### config.mk
export PLATFORM = sky130hd
export DESIGN_NAME = console_tx_flush_scheduler
export DESIGN_NICKNAME = d
export VERILOG_FILES = /design/src/rtl/console_tx_flush_scheduler.sv
export SDC_FILE = /design/constraint.sdc
export NUM_CORES = 1
export LEC_CHECK = 0
export ABC_CLOCK_PERIOD_IN_PS = 2800
export CAP_MARGIN = 20
export CORE_ASPECT_RATIO = 1.1
export CORE_UTILIZATION = 55
export DETAILED_ROUTE_END_ITERATION = 6
export GPL_TIMING_DRIVEN = 0
export PLACE_DENSITY = 0.8
export SLEW_MARGIN = 0
export SYNTH_ARGS = -nofsm -noshare
export SYNTH_HDL_FRONTEND = slang
export SYNTH_SLANG_ARGS = --single-unit
export TNS_END_PERCENT = 100
### constraint.sdc
create_clock -name clk -period 2.8 [get_ports clk]
set_input_delay 0.7 -clock clk [delete_from_list [all_inputs] [get_ports clk]]
set_output_delay 0.7 -clock clk [all_outputs]
set_load 0.005 [all_outputs]
### src/rtl/console_tx_flush_scheduler.sv
// Decides when to close a console DMA packet by strobing the tlast marker write.
// Define CONSOLE_FLUSH_STATS_EN to add the packets/collision/timeout statistics counters.
module console_tx_flush_scheduler #(
    parameter int DATA_DEPTH     = 1000,
    parameter int HIGH_WATER     = 512,
    parameter int TIMEOUT_CYCLES = 50000
) (
    input  logic        clk,
    input  logic        rst_n,
    input  logic        enable,
    input  logic        char_valid,
    input  logic [10:0] output_fifo_counter,
    input  logic        dma_armed,
    input  logic        force_flush,
    input  logic        marker_drained,
    output logic        receive_transfer_request,
    output logic        packet_open,
    output logic [10:0] unflushed_count,
`ifdef CONSOLE_FLUSH_STATS_EN
    output logic [31:0] packets_sent,
    output logic [31:0] collision_stalls,
    output logic [31:0] timeout_flushes,
`endif
    output logic [1:0]  state_dbg
);

    localparam int          TW         = (TIMEOUT_CYCLES > 2) ? $clog2(TIMEOUT_CYCLES) : 1;
    localparam logic [TW-1:0] TMAX     = TW'(TIMEOUT_CYCLES - 1);
    localparam logic [10:0] HW_L       = 11'(HIGH_WATER);
    localparam logic [10:0] FIFO_LIMIT = 11'(DATA_DEPTH - 1);
    localparam logic [10:0] CNT_MAX    = 11'h7FF;

    typedef enum logic [1:0] {
        S_IDLE       = 2'd0,
        S_ACCUM      = 2'd1,
        S_REQUEST    = 2'd2,
        S_WAIT_DRAIN = 2'd3
    } state_t;

    state_t        r_state;
    logic [10:0]   r_count;
    logic [TW-1:0] r_timer;
    logic          r_force;

    logic [10:0]   w_count_nxt;
    logic [TW-1:0] w_timer_nxt;
    logic          w_force_nxt;
    logic          w_hw_hit;
    logic          w_to_hit;
    logic          w_qual;
    logic          w_flush;
    logic          w_strobe;

    // Flush decisions look at this cycle's updated count/timer so a flush never lags the triggering char.
    always_comb begin
        w_count_nxt = r_count;
        if (char_valid && (r_count != CNT_MAX))
            w_count_nxt = r_count + 11'd1;
        w_timer_nxt = r_timer;
        if (char_valid)
            w_timer_nxt = '0;
        else if (r_timer != TMAX)
            w_timer_nxt = r_timer + TW'(1);
    end

    assign w_force_nxt = r_force | force_flush;
    assign w_hw_hit    = (w_count_nxt >= HW_L);
    assign w_to_hit    = (w_timer_nxt == TMAX);
    assign w_qual      = enable & dma_armed & (output_fifo_counter < FIFO_LIMIT);
    assign w_flush     = (w_hw_hit | w_to_hit | w_force_nxt) & w_qual;
    assign w_strobe    = (r_state == S_REQUEST) & ~char_valid;

    always_ff @(posedge clk or negedge rst_n) begin
        if (!rst_n) begin
            r_state <= S_IDLE;
            r_count <= '0;
            r_timer <= '0;
            r_force <= 1'b0;
        end else begin
            r_count <= w_count_nxt;
            case (r_state)
                S_IDLE: begin
                    if (char_valid) begin
                        r_state <= S_ACCUM;
                        r_timer <= '0;
                    end
                end
                S_ACCUM: begin
                    r_timer <= w_timer_nxt;
                    if (w_flush) begin
                        r_state <= S_REQUEST;
                        r_force <= 1'b0;
                    end else begin
                        r_force <= w_force_nxt;
                    end
                end
                S_REQUEST: begin
                    // A colliding char is counted into this packet; the marker goes out once the bus is free.
                    if (w_strobe) begin
                        r_state <= S_WAIT_DRAIN;
                        r_count <= '0;
                    end
                end
                S_WAIT_DRAIN: begin
                    if (marker_drained) begin
                        r_state <= (w_count_nxt != 11'd0) ? S_ACCUM : S_IDLE;
                        r_timer <= '0;
                    end
                end
                default: r_state <= S_IDLE;
            endcase
        end
    end

`ifdef CONSOLE_FLUSH_STATS_EN
    logic [31:0] r_packets_sent;
    logic [31:0] r_collision_stalls;
    logic [31:0] r_timeout_flushes;

    always_ff @(posedge clk or negedge rst_n) begin
        if (!rst_n) begin
            r_packets_sent     <= '0;
            r_collision_stalls <= '0;
            r_timeout_flushes  <= '0;
        end else begin
            if (w_strobe)
                r_packets_sent <= r_packets_sent + 32'd1;
            if ((r_state == S_REQUEST) && char_valid)
                r_collision_stalls <= r_collision_stalls + 32'd1;
            if ((r_state == S_ACCUM) && w_flush && w_to_hit)
                r_timeout_flushes <= r_timeout_flushes + 32'd1;
        end
    end

    assign packets_sent     = r_packets_sent;
    assign collision_stalls = r_collision_stalls;
    assign timeout_flushes  = r_timeout_flushes;
`endif

    assign receive_transfer_request = w_strobe;
    assign packet_open              = (r_count != 11'd0);
    assign unflushed_count          = r_count;
    assign state_dbg                = r_state;

endmodule

# Yosys cells after proc, flatten, opt, wreduce, memory -nomap -nowiden
# Index checks and enable logic that the tools add are counted.
# W data, S select, Z words.
[op_classes] add_sub_neg=2 order_cmp=2 n_eq_ne=10 n_mux=15 bitwise_logic=8 reduce_logical=7
[op_table] cell="$mux W16" n=4
[op_table] cell="$pmux W16 S3" n=1
[op_table] cell="$mux W11" n=3
[op_table] cell="$reduce_bool A11 Y1" n=2
[op_table] cell="$add A16 B1 Y16 const B" n=1
[op_table] cell="$eq A16 B16 Y1 const B" n=1
[op_table] cell="$ne A16 B16 Y1 const B" n=1
[op_table] cell="$add A11 B1 Y11 const B" n=1
[op_table] cell="$ge A11 B10 Y1 const B" n=1
[op_table] cell="$lt A11 B10 Y1 const B" n=1
[op_table] cell="$ne A11 B11 Y1 const B" n=1
[op_table] cell="$mux W2" n=4
[op_table] cell="$ne A2 B2 Y1 const B" n=4
[op_table] cell="$pmux W2 S4" n=1
[op_table] cell="$and A1 B1 Y1" n=4
[op_table] cell="$eq A2 B2 Y1 const B" n=2
[op_table] cell="$reduce_and A4 Y1" n=1
[op_table] cell="$or A1 B1 Y1" n=3
[op_table] cell="$reduce_and A3 Y1" n=1
[op_table] cell="$reduce_bool A3 Y1" n=1
[op_table] cell="$eq A2 B1 Y1 const B" n=1
[op_table] cell="$logic_not A2 Y1" n=1
[op_table] cell="$mux W1" n=2
[op_table] cell="$logic_and A1 B1 Y1" n=1
[op_table] cell="$not A1 Y1" n=1
[word_totals] regBits=30 input_bits=18 output_inout_bits=15 word_cells=48

# Logic depth before layout (Yosys ltp)
# Gate-level depths: netlist of run 1.
[depth] word_depth=9 depth_mapped=9 depth_no_buf=8

# Worst setup path after synthesis of run 1
# Ideal clock, no wire load.
[synth_timing] kind="reg-to-reg" from="register r_count[0] (netlist: unflushed_count[0])" to="register r_state[1] (netlist: state_dbg[1])" setup_time_ns=0.128 t_arrival_ns=2.200 t_required_ns=2.672 path_slack_ns=0.473 stages_incl_launch_ff=9 n_path_buf=1 period_less_slack_ns=2.327 cell_sequence="dfrtp_1 -> ha_1 -> and3_1 -> clkbuf_1 -> a2111oi_2 -> xnor2_1 -> a211oi_1 -> a31oi_2 -> mux2_1"
[synth_via] elab_chain_cells=9 word_cells_on_any_way=10 classes_between="1 x add/sub; 1 x order compare; 2 x eq/ne; 1 x mux; 3 x bitwise; 2 x reduce/logical"
[synth_rtl] element="start: declaration" line_no="41" source="logic [10:0] r_count;"
[synth_rtl] element="start signal: assignment" line_no="80" source="r_count <= w_count_nxt;"
[synth_rtl] element="branches (longest 2 deep; another with $add A11 B1 Y11)"
[synth_rtl] element="$mux W11 (*)" line_no="57" source="if (char_valid && (r_count != CNT_MAX))"
[synth_rtl] element="$ge A11 B10 Y1 (*)" line_no="67" source="assign w_hw_hit = (w_count_nxt >= HW_L);"
[synth_rtl] element="$or A1 B1 Y1 (*) (2 in a row)" line_no="70" source="assign w_flush = (w_hw_hit | w_to_hit | w_force_nxt) & w_qual;"
[synth_rtl] element="$and A1 B1 Y1 (*)" line_no="70"
[synth_rtl] element="$ne A2 B2 Y1 (no line) (*)"
[synth_rtl] element="$reduce_and A4 Y1 (no line) (*)"
[synth_rtl] element="end signal: assignment" line_no="106" source="r_state <= (w_count_nxt != 11'd0) ? S_ACCUM : S_IDLE;"
[synth_rtl] element="end: declaration" line_no="40" source="state_t r_state;"
# Every way passes the cells marked *.
# A chain may end at the register's enable or synchronous reset.

# Worst setup path after layout of run 1
[layout_timing] from="input char_valid" to="output receive_transfer_request"
[layout_via] elab_chain_cells=2
[layout_rtl] element="start: declaration" line_no="11" source="input logic char_valid,"
[layout_rtl] element="$not A1 Y1" line_no="71" source="assign w_strobe = (r_state == S_REQUEST) & ~char_valid;"
[layout_rtl] element="$and A1 B1 Y1" line_no="71"
[layout_rtl] element="end: declaration" line_no="16" source="output logic receive_transfer_request,"
# Every way passes these cells.

==> flow_metrics.py, run 1 <==
metrics = {
    "run_status": {
        "outcome": "complete, no violations",
    },
    "die": {
        "rows": 24,
        "die_w_um": 64.22,
        "die_area_um2": 4524,
        "start_util_pct": 58.21,
        "die_y_um": 70.45,
        "core-area_um2": 4024,
        "io_pins": 33,
    },
    "clocking": {
        "postCtsHoldBufs": 0,
        "cts_buffers": 5,
        "cts_tree": "yes",
        "clockBufferDepth": 2,
        "htree_levels": 2,
        "clk_pin_slew_ns": 0.06,
        "clkLatencyLatePin_ns": 0.29,
        "clock_sinks": 30,
        "root_buffer": "clkbuf_8",
    },
    "logic_synthesis": {
        "async_flop_share_pct": 100.0,
        "syn-instance-count": 266,
        "yosysSeqAreaShare_pct": 32.05,
        "netlist.area_leader.share_pct": 32.05,
        "postSynthAreaPerCell_um2": 8.805,
        "synth.distinct_cells": 62,
        "synth_edf_count": 0,
        "yosys_warnings": 0,
        "syn_nets": 293,
        "ys_seq_elements": 30,
        "ys.flop_type": "dfrtp_1",
        "ys_top_cells_by_area": "dfrtp_1 (32%), ha_1 (4.8%), o21ai_0 (4.3%)",
        "synth_top_area_cell": "dfrtp_1",
        "netlist_area_um2": 2342,
    },
    "timing": {
        "rsz0062_at_grt": "no",
        "slew_viol_final": 0,
        "fin_skew_ns": 0.004784,
        "worstMarginPinSlew_ns": 0.8091,
        "period_share_pct": 94.86,
        "relSlewSlack_pct": 45.89,
        "fmax_mhz": 376.5,
        "final.min_clock_period_ns": 2.656,
        "setup_viol": 0,
        "setup-tns-final_ns": 0,
        "whs_ns": 0.5336,
        "finalHoldViolCount": 0,
    },
    "drt": {
        "drc_errors": 0,
        "drt-initial-drc-count": 166,
        "wire_per_inst_um": 15.03,
        "vias_per_cell": 6.011,
        "wirelength_um": 5397,
        "firstDrtPassIters": 4,
        "vias": 2158,
        "antenna_left": 0,
    },
    "power": {
        "power_mw": 1.721,
        "swShare_pct": 39.77,
        "p_seq_share_pct": 33.6,
        "leakagePower_nw": 1.163,
        "clockPowerShare_pct": 19.4,
        "irDropWorstVdd_mv": 0.5279,
        "pwr_density_cell_nw_per_um2": 603.2,
        "internal_power_mw": 1.036,
        "p_sw_mw": 0.6843,
        "pwr-share-comb_pct": 47.0,
    },
    "placed_design": {
        "place.gp.congestion": 0.8583,
        "io_buffers": 32,
        "dp_hpwl_um": 4066,
        "dp.cells": 351,
    },
    "worst_setup_path": {
        "critical_path_required_ns": 2.10,
        "cp_data_arrival_time_ns": 1.96,
        "cp_max_fo": 10,
        "path_class": "input pin to output pin",
        "critPathCaptureType": "output pin",
        "startpoint_type": "input pin",
    },
    "grt": {
        "grt_max_degree": 17,
        "grt_pass1_vias": 2062,
        "grt_pass1_wl_um": 9646,
        "gr-total-overflow": 0,
        "antenna_found_initial": 0,
        "grt_usage_pct": 27.22,
    },
    "final_layout": {
        "final_util_pct": 70.90,
        "fin_cells": 359,
        "fill_cells": 325,
        "diodes": 0,
        "syn2layout_area_growth_pct": 21.80,
        "final_layout_size_suffix_gt1_share_pct": 15.31,
        "nets": 334,
    },
    "flow_run": {
        "cap_violations": 0,
    },
    "worst_hold_path": {
        "hold_path_class": "flop to flop",
    },
}
metal layers:
metal,vias to the layer above,wire length (um),GRT usage (%)
met5,-,0,0
met4,0,82,8.642
met3,9,216,5.229
met2,52,2702,45.51
met1,1033,2396,35.15
li1,1064,-,-
kinds of logic after synthesis:
group                      after synthesis  synth area share [%]
adders and majority gates                9                 4.808
AOI/OAI and AO/OA                       65                 18.70
buffers and inverters                   28                 7.852
xor gates and xnor gates                12                 4.487
muxes                                    5                 2.244
DFF                                     30                 32.05
and+or+nand+nor                        117                 29.86
power by group through the flow:
stage	sequential [mW]	combinational (mW)	clock, mW
final	0.578	0.809	0.334
after global routing	0.594	0.910	0.363
after CTS	0.578	0.808	0.348
after detailed placement	0.585	0.786	0
after global placement	0.583	0.762	0
after floorplan	0.571	0.490	0
through the flow:
| step | worst slack [ns] | cell area (um^2) |
|---|---|---|
| 2_1_floorplan | 0.4726 | 2342 |
| 3_3_place_gp | -0.4546 | 2728 |
| 3_5_place_dp | -0.4660 | 2755 |
| 4_1_cts | 0.1496 | 2853 |
| 5_1_grt | 0.05256 | 2853 |
| 6_report | 0.1440 | 2853 |
synthesized netlist by cell type (2+ instances only):
cell type / n
a211oi_1: 2
a21oi_1: 12
a31o_2: 2
a31oi_1: 7
a31oi_2: 2
a41oi_1: 2
and2b_2: 2
and3_1: 5
and4_1: 4
buf_4: 2
clkbuf_1: 8
clkbuf_2: 2
clkbuf_8: 6
dfrtp_1: 30
ha_1: 9
inv_1: 8
mux2i_1: 3
nand2_1: 18
nand2b_1: 5
nand3_1: 11
nand3b_1: 2
nand4_1: 6
nand4b_1: 2
nor2_1: 25
nor2b_1: 7
nor3_1: 4
nor3b_1: 2
nor4_1: 8
o21ai_0: 20
o31ai_1: 5
o41ai_1: 4
xnor2_1: 7
xor2_1: 5
timing repair:
| action | 4_1_cts | 5_1_grt |
|---|---|---|
| setup buffers | 1 | 0 |
| endpoints found under the setup margin | 1 | 0 |
| resized for setup | 5 | 0 |
cell usage in the layout (no fill, tap or decap), types with 6 or more instances in the layout:
cell type         n
nor2_1           25
nand2_1          18
xnor2_1           7
a31oi_1           7
clkbuf_1          7
dfrtp_1          30
o21ai_0          20
a21oi_1          12
inv_1             8
clkbuf_8         12
nor4_1            8
nor2b_1           6
nand4_1           6
clkdlybuf4s50_1  31
nand3_1          11
ha_1              9
cell type report:
type | count | area [um^2] | area share, %
Timing Repair Buffer | 34 | 354.1 | 12.41
Sequential cell | 30 | 750.7 | 26.32
Multi-Input combinational cell | 208 | 1410 | 49.43
Buffer | 20 | 163.9 | 5.746
Tap cell | 52 | 65.06 | 2.281
Clock inverter | 2 | 10.01 | 0.3509
Clock buffer | 5 | 68.82 | 2.412
Inverter | 8 | 30.03 | 1.053
sequential cells by signal (all words and copies together) (netlist names):
name and flops:
r_timer 16, unflushed_count 11, r_force 1, state_dbg 2
critical path, stage by stage:
cell             delay, ns
dlygate4sd2_1         0.28
clkbuf_8              0.18
nor2b_2               0.16
clkbuf_8              0.16
clkdlybuf4s50_1       0.48
worst paths after layout:
| check | end | slack, ns | cells past startpoint | start |
|---|---|---|---|---|
| min reg2reg | r_force | 0.53 | 2 | r_force |
| min | r_force | 0.53 | 2 | r_force |
| min in group asynchronous | unflushed_count[0] | 0.88 | 1 | rst_n |
| max reg2reg | state_dbg[1] | 0.21 | 8 | unflushed_count[0] |
| max in group asynchronous | r_timer[4] | 1.38 | 2 | rst_n |
| max | receive_transfer_request | 0.14 | 5 | char_valid |
(Power assumes the default switching activity.)
==> inputs of run 2 (changes only) <==
--- a/config.mk
+++ b/config.mk
@@ -12,6 +12,7 @@
 export DETAILED_ROUTE_END_ITERATION = 6
 export GPL_TIMING_DRIVEN = 0
 export PLACE_DENSITY = 0.8
+export SETUP_SLACK_MARGIN = 0.2
 export SLEW_MARGIN = 0
 export SYNTH_ARGS = -nofsm -noshare
 export SYNTH_HDL_FRONTEND = slang
==> run 2 against run 1 <==
  * Sequential share of layout area down 0.45 points
  * Fmax up 2.9%
  * Non-clock buffer count up 2
  * Combinational power up 2%
  * Power up 1.2%
  * Final cell count up 0.56%
  * Core utilization up 1.2 points
  * Hold slack worse by 0.0017 ns
  * Register-to-register slack better by 0.02 ns
  * Clock power about the same
==> flow_metrics.py, run 2 (synthesized netlist as in run 1, its figures left out) <==
metrics = {
    "run_status": {
        "outcome": "complete, no violations",
    },
    "grt": {
        "antenna_found_initial": 0,
        "grt_pass1_wl_um": 9680,
        "gr-total-overflow": 0,
        "grt_pass1_vias": 2075,
        "grt_max_degree": 17,
        "grt_usage_pct": 27.29,
    },
    "drt": {
        "firstDrtPassIters": 5,
        "vias_per_cell": 6.028,
        "drc_errors": 0,
        "wire_per_inst_um": 15.45,
        "drt-initial-drc-count": 183,
        "wirelength_um": 5577,
        "antenna_left": 0,
        "vias": 2176,
    },
    "final_layout": {
        "most-common-layout-cells": "clkdlybuf4s50_1 (31), dfrtp_1 (30), nor2_1 (25)",
        "multi_input_comb_area_um2": 1444,
        "largest_reg_flops": 16,
        "nets": 336,
        "final_layout_size_suffix_gt1_share_pct": 17.80,
        "regMostFlops": "r_timer",
        "seqCellArea_um2": 750.7,
        "diodes": 0,
        "layout_commonest_cell": "clkdlybuf4s50_1",
        "fin_area_um2": 2903,
        "fill_cells": 318,
        "syn2layout_area_growth_pct": 23.93,
    },
    "power": {
        "pwr_density_cell_nw_per_um2": 599.9,
        "leakagePower_nw": 1.178,
        "irDropWorstVdd_mv": 0.5582,
    },
    "clocking": {
        "clockBufferDepth": 2,
        "clkLatencyLatePin_ns": 0.29,
        "postCtsHoldBufs": 0,
        "cts_buffers": 5,
        "root_buffer": "clkbuf_8",
        "clk_pin_slew_ns": 0.06,
        "htree_levels": 2,
        "cts_tree": "yes",
        "clock_sinks": 30,
    },
    "timing": {
        "whs_ns": 0.5320,
        "rsz0062_at_grt": "yes",
        "finalHoldViolCount": 0,
        "slew_viol_final": 0,
        "worstMarginPinSlew_ns": 0.8024,
        "setup_viol": 0,
        "fmax_mhz": 387.4,
        "final.min_clock_period_ns": 2.581,
        "period_share_pct": 92.18,
        "relSlewSlack_pct": 46.34,
        "fin_skew_ns": 0.003862,
        "setup-tns-final_ns": 0,
        "finalWorstSetupSlack_ns": 0.2190,
    },
    "placed_design": {
        "io_buffers": 32,
        "dp_hpwl_um": 4066,
        "place.gp.congestion": 0.8583,
        "dp_slack_ns": -0.4660,
        "placed_area_um2": 2755,
    },
    "worst_setup_path": {
        "critical_path_required_ns": 2.10,
        "startpoint_type": "input pin",
        "cp_max_fo": 4,
        "critPathCaptureType": "output pin",
        "cp_data_arrival_time_ns": 1.88,
        "path_class": "input pin to output pin",
    },
    "flow_run": {
        "cap_violations": 0,
    },
    "die": {
        "start_util_pct": 58.21,
        "rows": 24,
        "die_area_um2": 4524,
        "die_w_um": 64.22,
        "die_y_um": 70.45,
        "io_pins": 33,
        "core-area_um2": 4024,
    },
    "worst_hold_path": {
        "hold_path_class": "flop to flop",
    },
}
[run 2: critical path, stage by stage]
cell and delay, ns:
dlygate4sd2_1 0.28, clkbuf_8 0.15, nor2b_4 0.12, clkbuf_8 0.14, clkdlybuf4s50_1 0.48
[run 2: final cells by class]
class	count	area share, %
Inverter	8	1.034
Tap cell	52	2.241
Clock inverter	2	0.3448
Sequential cell	30	25.86
Buffer	20	5.690
Timing Repair Buffer	36	12.72
Clock buffer	5	2.371
Multi-Input combinational cell	208	49.74
[run 2: metal layers]
metal | track usage [%] | vias up | wire [um]
met1 | 35.36 | 1016 | 2419
met5 | 0 | - | 0
li1 | - | 1065 | -
met3 | 5.229 | 13 | 291
met4 | 8.395 | 0 | 80
met2 | 45.63 | 82 | 2785
[run 2: worst paths after layout]
| path | depth (start not counted) | to | start | slack [ns] |
|---|---|---|---|---|
| worst max register to register | 8 | state_dbg[1] | unflushed_count[0] | 0.23 |
| min in group asynchronous | 1 | unflushed_count[0] | rst_n | 0.88 |
| worst min register to register | 2 | r_force | r_force | 0.53 |
| worst min-delay path | 2 | r_force | r_force | 0.53 |
| max in group asynchronous | 2 | r_timer[4] | rst_n | 1.38 |
| worst max-delay path | 5 | receive_transfer_request | char_valid | 0.22 |
[run 2: per-stage QoR]
stage / util, % / std cells / total power, mW
2_1_floorplan: - / 266 / 1.062
3_3_place_gp: 67.79 / 350 / 1.346
3_5_place_dp: 68.47 / 351 / 1.372
4_1_cts: 71.55 / 361 / 1.741
5_1_grt: 72.14 / 361 / 1.881
6_report: 72.14 / 361 / 1.742
[run 2: timing repair]
item,4_1_cts,5_1_grt
pin swaps,1,1
gates resized for setup,7,8
setup buffers,3,0
setup endpoints to repair,2,6
[run 2: power breakdown]
| part | internal [mW] | switching [mW] | total, mW |
|---|---|---|---|
| clock | 0.166 | 0.170 | 0.336 |
| combinational | 0.383 | 0.442 | 0.825 |
| sequential | 0.496 | 0.0840 | 0.580 |
==> inputs of run 3 (changes only) <==
--- a/config.mk
+++ b/config.mk
@@ -6,7 +6,6 @@
 export NUM_CORES = 1
 export LEC_CHECK = 0
 export ABC_CLOCK_PERIOD_IN_PS = 2800
-export CAP_MARGIN = 20
 export CORE_ASPECT_RATIO = 1.1
 export CORE_UTILIZATION = 55
 export DETAILED_ROUTE_END_ITERATION = 6
==> run 3 against run 2 <==
  * Critical path type is now flop to output pin
  * Cell area is 0.47% lower
  * First-iteration DRC count rose by 37%
  * Global-route usage grew 0.66 points
  * Final cell count is the same
  * Fmax up 2.0%
  * Routed wire length is 5.5% higher
  * Register-to-register slack gained 0.05 ns
  * Largest power group unchanged
  * Power increased by 2.6%
  * Largest cell class unchanged
  * Clock skew grew 0.0026 ns
  * Sequential share of layout area increased by 0.25 points
  * Die area is the same
  * Sequential power up 0.9%
==> flow_metrics.py, run 3 (synthesized netlist as in run 1, its figures left out) <==
metrics = {
    "final_layout": {
        "final_util_pct": 71.80,
        "syn2layout_area_growth_pct": 23.34,
        "most-common-layout-cells": "clkdlybuf4s50_1 (30), dfrtp_1 (27), nor2_1 (25)",
        "nets": 335,
        "fin_cells": 361,
        "final_layout_size_suffix_gt1_share_pct": 19.42,
        "largest_reg_flops": 16,
        "diodes": 0,
        "layout_commonest_cell": "clkdlybuf4s50_1",
        "regMostFlops": "r_timer",
    },
    "worst_setup_path": {
        "cp_data_arrival_time_ns": 1.83,
        "path_class": "flop to output pin",
        "startpoint": "state_dbg[0]",
        "startpoint_type": "flop",
        "critical_path_required_ns": 2.10,
        "critPathCaptureType": "output pin",
        "rr_worst_depth": 8,
        "cp_max_fo": 5,
        "reg2reg_from": "unflushed_count[0]",
    },
    "clocking": {
        "clock_sinks": 30,
        "cts_tree": "yes",
        "root_buffer": "clkbuf_8",
        "cts_buffers": 5,
        "clockBufferDepth": 2,
        "clk_pin_slew_ns": 0.07,
        "htree_levels": 2,
        "clkLatencyLatePin_ns": 0.29,
    },
    "timing": {
        "setup_viol": 0,
        "slew_viol_final": 0,
        "period_share_pct": 90.37,
        "rsz0062_at_grt": "yes",
        "whs_ns": 0.4515,
        "final.min_clock_period_ns": 2.530,
        "relSlewSlack_pct": 52.87,
        "fmax_mhz": 395.2,
        "finalHoldViolCount": 0,
        "worstMarginPinSlew_ns": 0.7069,
        "fin_skew_ns": 0.006502,
        "setup-tns-final_ns": 0,
    },
    "drt": {
        "wl_met3_um": 315,
        "drc_errors": 0,
        "highest-signal-layer": "met4",
        "antenna_left": 0,
        "vias": 2217,
        "firstDrtPassIters": 5,
        "dr_wl_met2_um": 2930,
        "drt-initial-drc-count": 251,
        "m1WireLength_um": 2539,
        "wire_per_inst_um": 16.30,
        "wirelength_um": 5886,
        "vias_per_cell": 6.141,
    },
    "grt": {
        "grt_pass1_wl_um": 9784,
        "grt_pass1_vias": 2078,
        "grt_usage_pct": 27.95,
        "antenna_found_initial": 0,
        "gr-total-overflow": 0,
        "grt_max_degree": 31,
    },
    "power": {
        "pwr_density_cell_nw_per_um2": 618.2,
        "leakagePower_nw": 1.166,
        "irDropWorstVdd_mv": 0.5781,
    },
    "placed_design": {
        "dp_hpwl_um": 3945,
        "io_buffers": 32,
        "place.gp.congestion": 0.8583,
        "dp.cells": 350,
    },
    "die": {
        "core-area_um2": 4024,
        "die_area_um2": 4524,
        "start_util_pct": 58.21,
        "die_y_um": 70.45,
        "die_w_um": 64.22,
        "rows": 24,
        "io_pins": 33,
    },
    "run_status": {
        "outcome": "complete, no violations",
    },
    "flow_run": {
        "cap_violations": 0,
    },
    "worst_hold_path": {
        "hold_path_class": "input pin to async pin",
    },
}
[run 3: path summary, 6_finish.rpt]
kind | slack [ns] | endpoint
worst max-delay path | 0.27 | receive_transfer_request
worst min-delay path | 0.45 | unflushed_count[7]
worst max register to register | 0.28 | state_dbg[1]
worst min register to register | 0.54 | r_force
max in group asynchronous | 1.85 | r_timer[1]
min in group clk | 0.54 | r_force
[run 3: metrics by stage]
stage / instance area, um^2 / power (mW) / worst slack [ns]
final: 2889 / 1.786 / 0.2698
after global placement: 2728 / 1.346 / -0.4546
after detailed placement: 2728 / 1.363 / -0.4727
after global routing: 2889 / 1.922 / 0.1883
after floorplan: 2342 / 1.062 / 0.4726
after CTS: 2858 / 1.761 / 0.2079
[run 3: metal layers]
layer  global-route usage (%)  vias to the layer above
li1                         -                     1063
met1                    35.29                     1051
met2                    47.16                       93
met3                    5.392                       10
met4                    9.877                        0
met5                        0                        -
[run 3: worst max-delay path: stages (launching register included)]
cell	delay [ns]
dfrtp_2	0.45
inv_2	0.11
ha_1	0.17
nor2b_4	0.18
clkbuf_8	0.15
clkdlybuf4s50_1	0.48
[run 3: repair_timing]
action,in CTS,in global routing
cloned,0,0
hold buffers,0,0
endpoints found under the setup margin,2,6
pin swaps,1,4
gates resized for setup,6,14
setup buffers,3,0
[run 3: cell type report]
type | instances | area [um^2]
Clock inverter | 1 | 5.005
Multi-Input combinational cell | 208 | 1450
Timing Repair Buffer | 35 | 332.8
Tap cell | 52 | 65.06
Sequential cell | 30 | 754.5
Fill cell | 330 | 1135
Buffer | 20 | 165.2
Clock buffer | 7 | 86.33
Inverter | 8 | 30.03
[run 3: where the power goes]
part / internal, mW / switching, mW / total [mW]
logic: 0.378 / 0.446 / 0.825
registers: 0.500 / 0.0855 / 0.585
clock network: 0.198 / 0.178 / 0.376
total: 1.08 / 0.710 / 1.79
